`src/rtl/dmem_lsu_pkg.sv`:
```
// Shared encodings for the MIPS32 MEM-stage load/store unit: access sizes,
// controller states and the memory word size in bytes.
package dmem_lsu_pkg;

   localparam logic [1:0] SZ_BYTE = 2'b00;
   localparam logic [1:0] SZ_HALF = 2'b01;
   localparam logic [1:0] SZ_WORD = 2'b10;

   localparam int unsigned WORD_BYTES = 4;

   typedef enum logic [2:0] {
      IDLE   = 3'd0,
      LOAD   = 3'd1,
      STORE  = 3'd2,
      RMW_RD = 3'd3,
      RMW_WR = 3'd4,
      ERR    = 3'd5
   } state_e;

endpackage

```
`src/rtl/dmem_lsu_lane.sv`:
```
// Combinational byte-lane steering: MERGE=0 extracts and extends a load lane,
// MERGE=1 merges new store data into an old word (little-endian lanes).
module dmem_lsu_lane
   import dmem_lsu_pkg::*;
#(
   parameter bit MERGE = 1'b0
) (
   input  logic [1:0]  offset_i,
   input  logic [1:0]  size_i,
   input  logic        signed_i,
   input  logic [31:0] word_i,
   input  logic [31:0] data_i,
   output logic [31:0] result_o
);

   logic [7:0]  byte_sel;
   logic [15:0] half_sel;
   logic [31:0] loaded;
   logic [31:0] merged;

   always_comb begin
      byte_sel = word_i[{offset_i, 3'b000} +: 8];
      half_sel = word_i[{offset_i[1], 4'b0000} +: 16];
      loaded   = word_i;
      merged   = data_i;
      case (size_i)
         SZ_BYTE: begin
            loaded = {{24{signed_i & byte_sel[7]}}, byte_sel};
            merged = word_i;
            merged[{offset_i, 3'b000} +: 8] = data_i[7:0];
         end
         SZ_HALF: begin
            loaded = {{16{signed_i & half_sel[15]}}, half_sel};
            merged = word_i;
            merged[{offset_i[1], 4'b0000} +: 16] = data_i[15:0];
         end
         default: begin
            loaded = word_i;
            merged = data_i;
         end
      endcase
      result_o = MERGE ? merged : loaded;
   end

endmodule

```
`src/rtl/dmem_lsu.sv`:
```
// Load/store unit converting byte/half/word pipeline accesses into word-only
// dmem accesses. Define DMEM_LSU_MISALIGN_TRAP_EN to trap misaligned accesses.
module dmem_lsu
   import dmem_lsu_pkg::*;
#(
   parameter int unsigned MEM_WORDS = 64,
   parameter int unsigned DATA_W    = 32
) (
   input  logic              clk,
   input  logic              rst_n,
   input  logic              req_valid,
   output logic              req_ready,
   input  logic              req_we,
   input  logic [1:0]        req_size,
   input  logic              req_signed,
   input  logic [31:0]       req_addr,
   input  logic [DATA_W-1:0] req_wdata,
   output logic              resp_valid,
   output logic [DATA_W-1:0] resp_rdata,
   output logic              resp_err,
   output logic              stall,
   output logic              mem_we,
   output logic [31:0]       mem_a,
   output logic [DATA_W-1:0] mem_wd,
   input  logic [DATA_W-1:0] mem_rd
);

   if (DATA_W != 32) begin : g_width_chk
      $error("dmem_lsu supports only DATA_W = 32");
   end

   localparam logic [31:0] ADDR_LIMIT = 32'(WORD_BYTES * MEM_WORDS);

   state_e      state_q, state_d;
   logic        op_we_q, op_we_d;
   logic [1:0]  op_size_q, op_size_d;
   logic        op_signed_q, op_signed_d;
   logic [31:0] op_addr_q, op_addr_d;
   logic [31:0] op_wdata_q, op_wdata_d;
   logic [31:0] wbuf_q, wbuf_d;
   logic        resp_valid_q, resp_valid_d;
   logic [31:0] resp_rdata_q, resp_rdata_d;
   logic        resp_err_q, resp_err_d;

   logic        accept;
   logic        misalign;
   logic        req_bad;
   logic [1:0]  lane_off;
   logic [31:0] aligned_a;
   logic [31:0] load_data;
   logic [31:0] merge_data;

`ifdef DMEM_LSU_MISALIGN_TRAP_EN
   assign misalign = ((req_size == SZ_HALF) && req_addr[0]) ||
                     ((req_size == SZ_WORD) && (req_addr[1:0] != 2'b00));
`else
   assign misalign = 1'b0;
`endif

   assign req_ready = (state_q == IDLE);
   assign stall     = ~req_ready;
   assign accept    = req_valid && req_ready;
   assign req_bad   = (req_size == 2'b11) || (req_addr >= ADDR_LIMIT) || misalign;
   assign aligned_a = {op_addr_q[31:2], 2'b00};

   // Misaligned low bits are truncated here; in the trapping build they never reach this point.
   always_comb begin
      case (op_size_q)
         SZ_BYTE: lane_off = op_addr_q[1:0];
         SZ_HALF: lane_off = {op_addr_q[1], 1'b0};
         default: lane_off = 2'b00;
      endcase
   end

   dmem_lsu_lane #(.MERGE(1'b0)) u_load_lane (
      .offset_i (lane_off),
      .size_i   (op_size_q),
      .signed_i (op_signed_q),
      .word_i   (mem_rd),
      .data_i   (32'h0),
      .result_o (load_data)
   );

   dmem_lsu_lane #(.MERGE(1'b1)) u_store_lane (
      .offset_i (lane_off),
      .size_i   (op_size_q),
      .signed_i (1'b0),
      .word_i   (mem_rd),
      .data_i   (op_wdata_q),
      .result_o (merge_data)
   );

   always_comb begin
      state_d      = state_q;
      op_we_d      = op_we_q;
      op_size_d    = op_size_q;
      op_signed_d  = op_signed_q;
      op_addr_d    = op_addr_q;
      op_wdata_d   = op_wdata_q;
      wbuf_d       = wbuf_q;
      resp_valid_d = 1'b0;
      resp_rdata_d = 32'h0;
      resp_err_d   = 1'b0;
      mem_we       = 1'b0;
      mem_a        = 32'h0;
      mem_wd       = 32'h0;

      case (state_q)
         IDLE: begin
            if (accept) begin
               op_we_d     = req_we;
               op_size_d   = req_size;
               op_signed_d = req_signed;
               op_addr_d   = req_addr;
               op_wdata_d  = req_wdata;
               if (req_bad)                 state_d = ERR;
               else if (!req_we)            state_d = LOAD;
               else if (req_size == SZ_WORD) state_d = STORE;
               else                         state_d = RMW_RD;
            end
         end
         LOAD: begin
            mem_a        = aligned_a;
            resp_valid_d = 1'b1;
            resp_rdata_d = load_data;
            state_d      = IDLE;
         end
         STORE: begin
            mem_we       = 1'b1;
            mem_a        = aligned_a;
            mem_wd       = op_wdata_q;
            resp_valid_d = 1'b1;
            state_d      = IDLE;
         end
         RMW_RD: begin
            mem_a   = aligned_a;
            wbuf_d  = merge_data;
            state_d = RMW_WR;
         end
         RMW_WR: begin
            mem_we       = 1'b1;
            mem_a        = aligned_a;
            mem_wd       = wbuf_q;
            resp_valid_d = 1'b1;
            state_d      = IDLE;
         end
         ERR: begin
            resp_valid_d = 1'b1;
            resp_err_d   = 1'b1;
            state_d      = IDLE;
         end
         default: state_d = IDLE;
      endcase
   end

   always_ff @(posedge clk or negedge rst_n) begin
      if (!rst_n) begin
         state_q      <= IDLE;
         op_we_q      <= 1'b0;
         op_size_q    <= SZ_BYTE;
         op_signed_q  <= 1'b0;
         op_addr_q    <= 32'h0;
         op_wdata_q   <= 32'h0;
         wbuf_q       <= 32'h0;
         resp_valid_q <= 1'b0;
         resp_rdata_q <= 32'h0;
         resp_err_q   <= 1'b0;
      end else begin
         state_q      <= state_d;
         op_we_q      <= op_we_d;
         op_size_q    <= op_size_d;
         op_signed_q  <= op_signed_d;
         op_addr_q    <= op_addr_d;
         op_wdata_q   <= op_wdata_d;
         wbuf_q       <= wbuf_d;
         resp_valid_q <= resp_valid_d;
         resp_rdata_q <= resp_rdata_d;
         resp_err_q   <= resp_err_d;
      end
   end

   // Store direction is fully implied by the state, so op_we_q only documents the request.
   assign resp_valid = resp_valid_q;
   assign resp_rdata = resp_rdata_q | {32{1'b0 & op_we_q}};
   assign resp_err   = resp_err_q;

endmodule

```
`config.mk`:
```
export PLATFORM = sky130hd
export DESIGN_NAME = dmem_lsu
export DESIGN_NICKNAME = d
export VERILOG_FILES = /design/src/rtl/dmem_lsu_pkg.sv /design/src/rtl/dmem_lsu_lane.sv /design/src/rtl/dmem_lsu.sv
export SDC_FILE = /design/constraint.sdc
export NUM_CORES = 1
export LEC_CHECK = 0
export CAP_MARGIN = 20
export CORE_MARGIN = 2
export CORE_UTILIZATION = 25
export DETAILED_ROUTE_END_ITERATION = 8
export GPL_ROUTABILITY_DRIVEN = 0
export PLACE_DENSITY = 0.52
export SLEW_MARGIN = 20
export SYNTH_ARGS = -nofsm -noshare
export SYNTH_HDL_FRONTEND = slang
export SYNTH_SLANG_ARGS = --single-unit
```
`constraint.sdc`:
```
create_clock -name clk -period 3.63 [get_ports clk]
set_input_delay 0.363 -clock clk [delete_from_list [all_inputs] [get_ports clk]]
set_output_delay 0.363 -clock clk [all_outputs]
set_load 0.01 [all_outputs]
```
==> impl_results.md <==
- Status: finished clean
- Setup repair after global routing missed its margin: no
- Final Skew: between 0.01 and 0.015 ns
- Post-synthesis compound-gate area fraction: 17.7%
- Initial core utilization: ~25%
- Power density over cell area: slightly above 500 nW/um^2
- GRT Overall Usage: about 18%
- Layout Nets: 1091
- Post-synth cell types: 48
- # IOs: between 200 and 250
- CTS Buffer Depth: 2
- Postcts setup bufs: 0
- Met1 Use GR: between 20 and 25%
- CP max stage cell: clkdlybuf4s50_1
- Cell depth of the worst setup path: 4
- Mapped cell area: around 7200 sq um
- DIE HEIGHT: about 170 um
- #FFs+latches synth: approximately 140
- Initial antenna violation count: 0
- Fillers: a little over 3000
- Hold Crit Class: in2reg
- Clock Pin Slew Worst Setup and Hold Paths: 0.07 ns
- Relative slew slack: between 30% and 40%
- Die area: 30200 sq um
- Die Wd: around 170 um
- Area occupied by multi-input gates: 3490 sq um
- R2R depth: 6
- Mean area per synthesized cell: 8.91 sq um
- Sink Count: about 140
- Post-layout util: a little over a third
- Least-Margin Pin Slew: approximately 0.91 ns
- Commonest cells post-synth: nand2_1 (256), dfrtp_1 (136), a22o_1 (42)
- Drt pass-1 iters: 5
- Congestion Overflow GR: 0
- Final period util: just under 80%
- Fin. max-slew vios: 0
- Half-perimeter wire length after placement: 18900 um
- Setup-failing EPs final: 0
- Cells on Worst Hold Path: 3
- Synth area leader: dfrtp_1
- Post-CTS resize count: 0
- Max stage delay on crit path: ~0.56 ns
- Total core area: around 29000 sq um
- DRT antenna net count: 0
- First-pass GRT wire length: between 40000 and 50000 um
- Synth Area in XOR/XNOR: 0%
- Adder-cell area share of the yosys netlist: less than 1%
- Startpoint Class: flop
- Via density: 4.84
- Most frequent cell after synthesis: nand2_1
- Final WL: about 27000 um
- Largest cells by area after synthesis: dfrtp_1 (47%), nand2_1 (13%), a22o_1 (5.1%), mux2i_1 (4.3%), mux2_2 (3.4%)
- CTS tree: built
- Peak supply drop: 0.000241 V
- Post-synthesis mux area share: around 7.7%
- FMAX: about 360 MHz
- Skew-Pair Late Insertion Delay: 0.43 ns
- Logic gate share of total power: approximately 29%
- Int Power: 0.00344 W
- Sequential cell area: 3400 sq um
- Pre-CTS setup slack: 1.11 ns
- Sequential area share after synthesis: around 47%
- Final worst slack: around 0.84 ns
- Initial DRC Count: slightly below 500
- IO Port Bufs: 201
- Leakage: around 4.6 nW
- Rows: between 60 and 70
- Number of enable flip-flop cells after synthesis: 0
- Ys Warns: 0
- Met2 Use GR: around 28%
- Reg power frac: ~37%
- Buffers & Inverters on Critical Path: 2
- Fraction of registers with async set/reset: 100%
- Arrival @ worst endpoint: approximately 2.4 ns
- Crit path capture type: output pin
- Simple-gate share of the synthesized area: 22.0%
- GR peak layer: met2
- DRC viols: 0
- Largest net degree at the start of global routing: 75
- CTS root buffer: clkbuf_16
- Crit path max-delay family: buffers and inverters
- Avg WL per Cell: 19.3 um
- Vias: approximately 6700
- Sw frac: between 30% and 40%
- Post-route setup TNS: 0 ns
- Setup CP Type: reg2out
- Met3 usage: about 5.2%
- Clock power share: approximately a third
- Worst EP required: 3.27 ns
- Post-synthesis instance total: 809
- Final worst path period need: 2.79 ns
- Area Growth Syn to Fin: 41.1%
- Layout cells sized above 1: 8.92%
- NetSw: between 0.0015 and 0.002 W
- Main combinational cell family by area after synthesis: simple AND/OR/NAND/NOR gates
- Max-Cap Viols: 0
- Top_reg_cell synth: dfrtp_1
- Vias in the first global route: just under 7000
- Number of CTS-inserted buffers: 17
- Fin. Hold Viols: 0
- Crit-path max FO: 33
- Critical path cell sequence: nor3b_2 -> buf_4 -> a22o_1 -> clkdlybuf4s50_1
- Top cell type's share of synthesized area: 47.2%
- CTS H-Tree Depth: 4
## power by group through the flow
stage          clock [W]  combinational, W  sequential [W]
4_1_cts          0.00181           0.00150         0.00192
3_5_place_dp           0           0.00149         0.00194
2_1_floorplan          0          0.000882         0.00186
6_report         0.00177           0.00149         0.00192
3_3_place_gp           0           0.00148         0.00194
5_1_grt          0.00187           0.00164         0.00194
## stage by stage
step           instance area, sq um  hold slack (ns)  std cells  total power, W
2_1_floorplan                  7220           0.0674        810         0.00274
3_3_place_gp                   9570            0.449       1349         0.00343
3_5_place_dp                   9570            0.451       1349         0.00343
4_1_cts                       10200            0.444       1382         0.00523
5_1_grt                       10200            0.448       1382         0.00545
6_report                      10200            0.458       1383         0.00518
## final timing paths
| path | start | slack [ns] | to |
|---|---|---|---|
| min in group asynchronous | rst_n | 0.48 | op_addr_q[2] |
| worst max-delay path | state_q[2] | 0.84 | mem_wd[20] |
| worst min-delay path | req_addr[6] | 0.46 | op_addr_q[6] |
| worst min register to register | op_addr_q[22] | 0.47 | op_addr_q[22] |
| worst max register to register | op_size_q[1] | 1.07 | wbuf_q[9] |
| max in group asynchronous | rst_n | 2.22 | resp_rdata[4] |
## repair_timing
item	4_1_cts	5_1_grt
hold endpoints to repair	3	0
hold buffers	1	0
endpoints found under the setup margin	0	0
## layer usage
metal,up-vias,share of wire (%)
met2,261,45
li1,3157,-
met4,0,1.3
met3,23,8.0
met1,3249,46
met5,-,0
## layout make-up
| cell class | count | area share [%] |
|---|---|---|
| tap | 384 | 4.72 |
| sequential | 136 | 33.4 |
| antenna | 1 | 0.0246 |
| clock inverter | 15 | 1.66 |
| inverter | 10 | 0.381 |
| timing repair buffer | 220 | 21.3 |
| clock buffer | 17 | 4.18 |
| multi-input combinational | 600 | 34.3 |
## cell usage in the layout, fill, tap and decap left out, drive strengths merged, types with 2 or more instances in the layout
cell / instances
clkbuf: 17
clkinv: 6
a221oi: 29
nand2b: 10
mux2: 22
clkdlybuf4s50: 200
nor4b: 2
bufinv: 2
nand3b: 2
nor2: 17
ha: 3
and3: 2
o21a: 2
nand3: 3
dfrtp: 136
inv: 14
clkinvlp: 3
conb: 2
o21ai: 41
nand2: 256
mux2i: 31
buf: 19
nor3b: 4
and3b: 2
or2: 3
nor2b: 3
a22o: 42
o22ai: 20
and2: 38
nand4: 2
nor4: 7
a31oi: 9
nor3: 3
a21oi: 36
## sequential cells by signal, indices dropped and copies added, names as in the netlist
signal       count
op_wdata_q      32
resp_err         1
op_signed_q      1
op_addr_q       32
state_q          3
wbuf_q          32
resp_rdata      32
resp_valid       1
op_size_q        2
## kinds of logic after synthesis
group,count (synthesis)
and+or+nand+nor,356
AOI/OAI and AO/OA,186
DFF,136
buffers and inverters,74
muxes,53
adders and majority gates,3
other,1
## worst reg2reg max path: stages (launching register included)
cell      delay (ns)
dfrtp_1         0.50
nor2b_1         0.34
ha_1            0.43
nor4b_2         0.70
a221oi_1        0.17
a31oi_1         0.19
mux2_2          0.17
(Power assumes the default switching activity.)
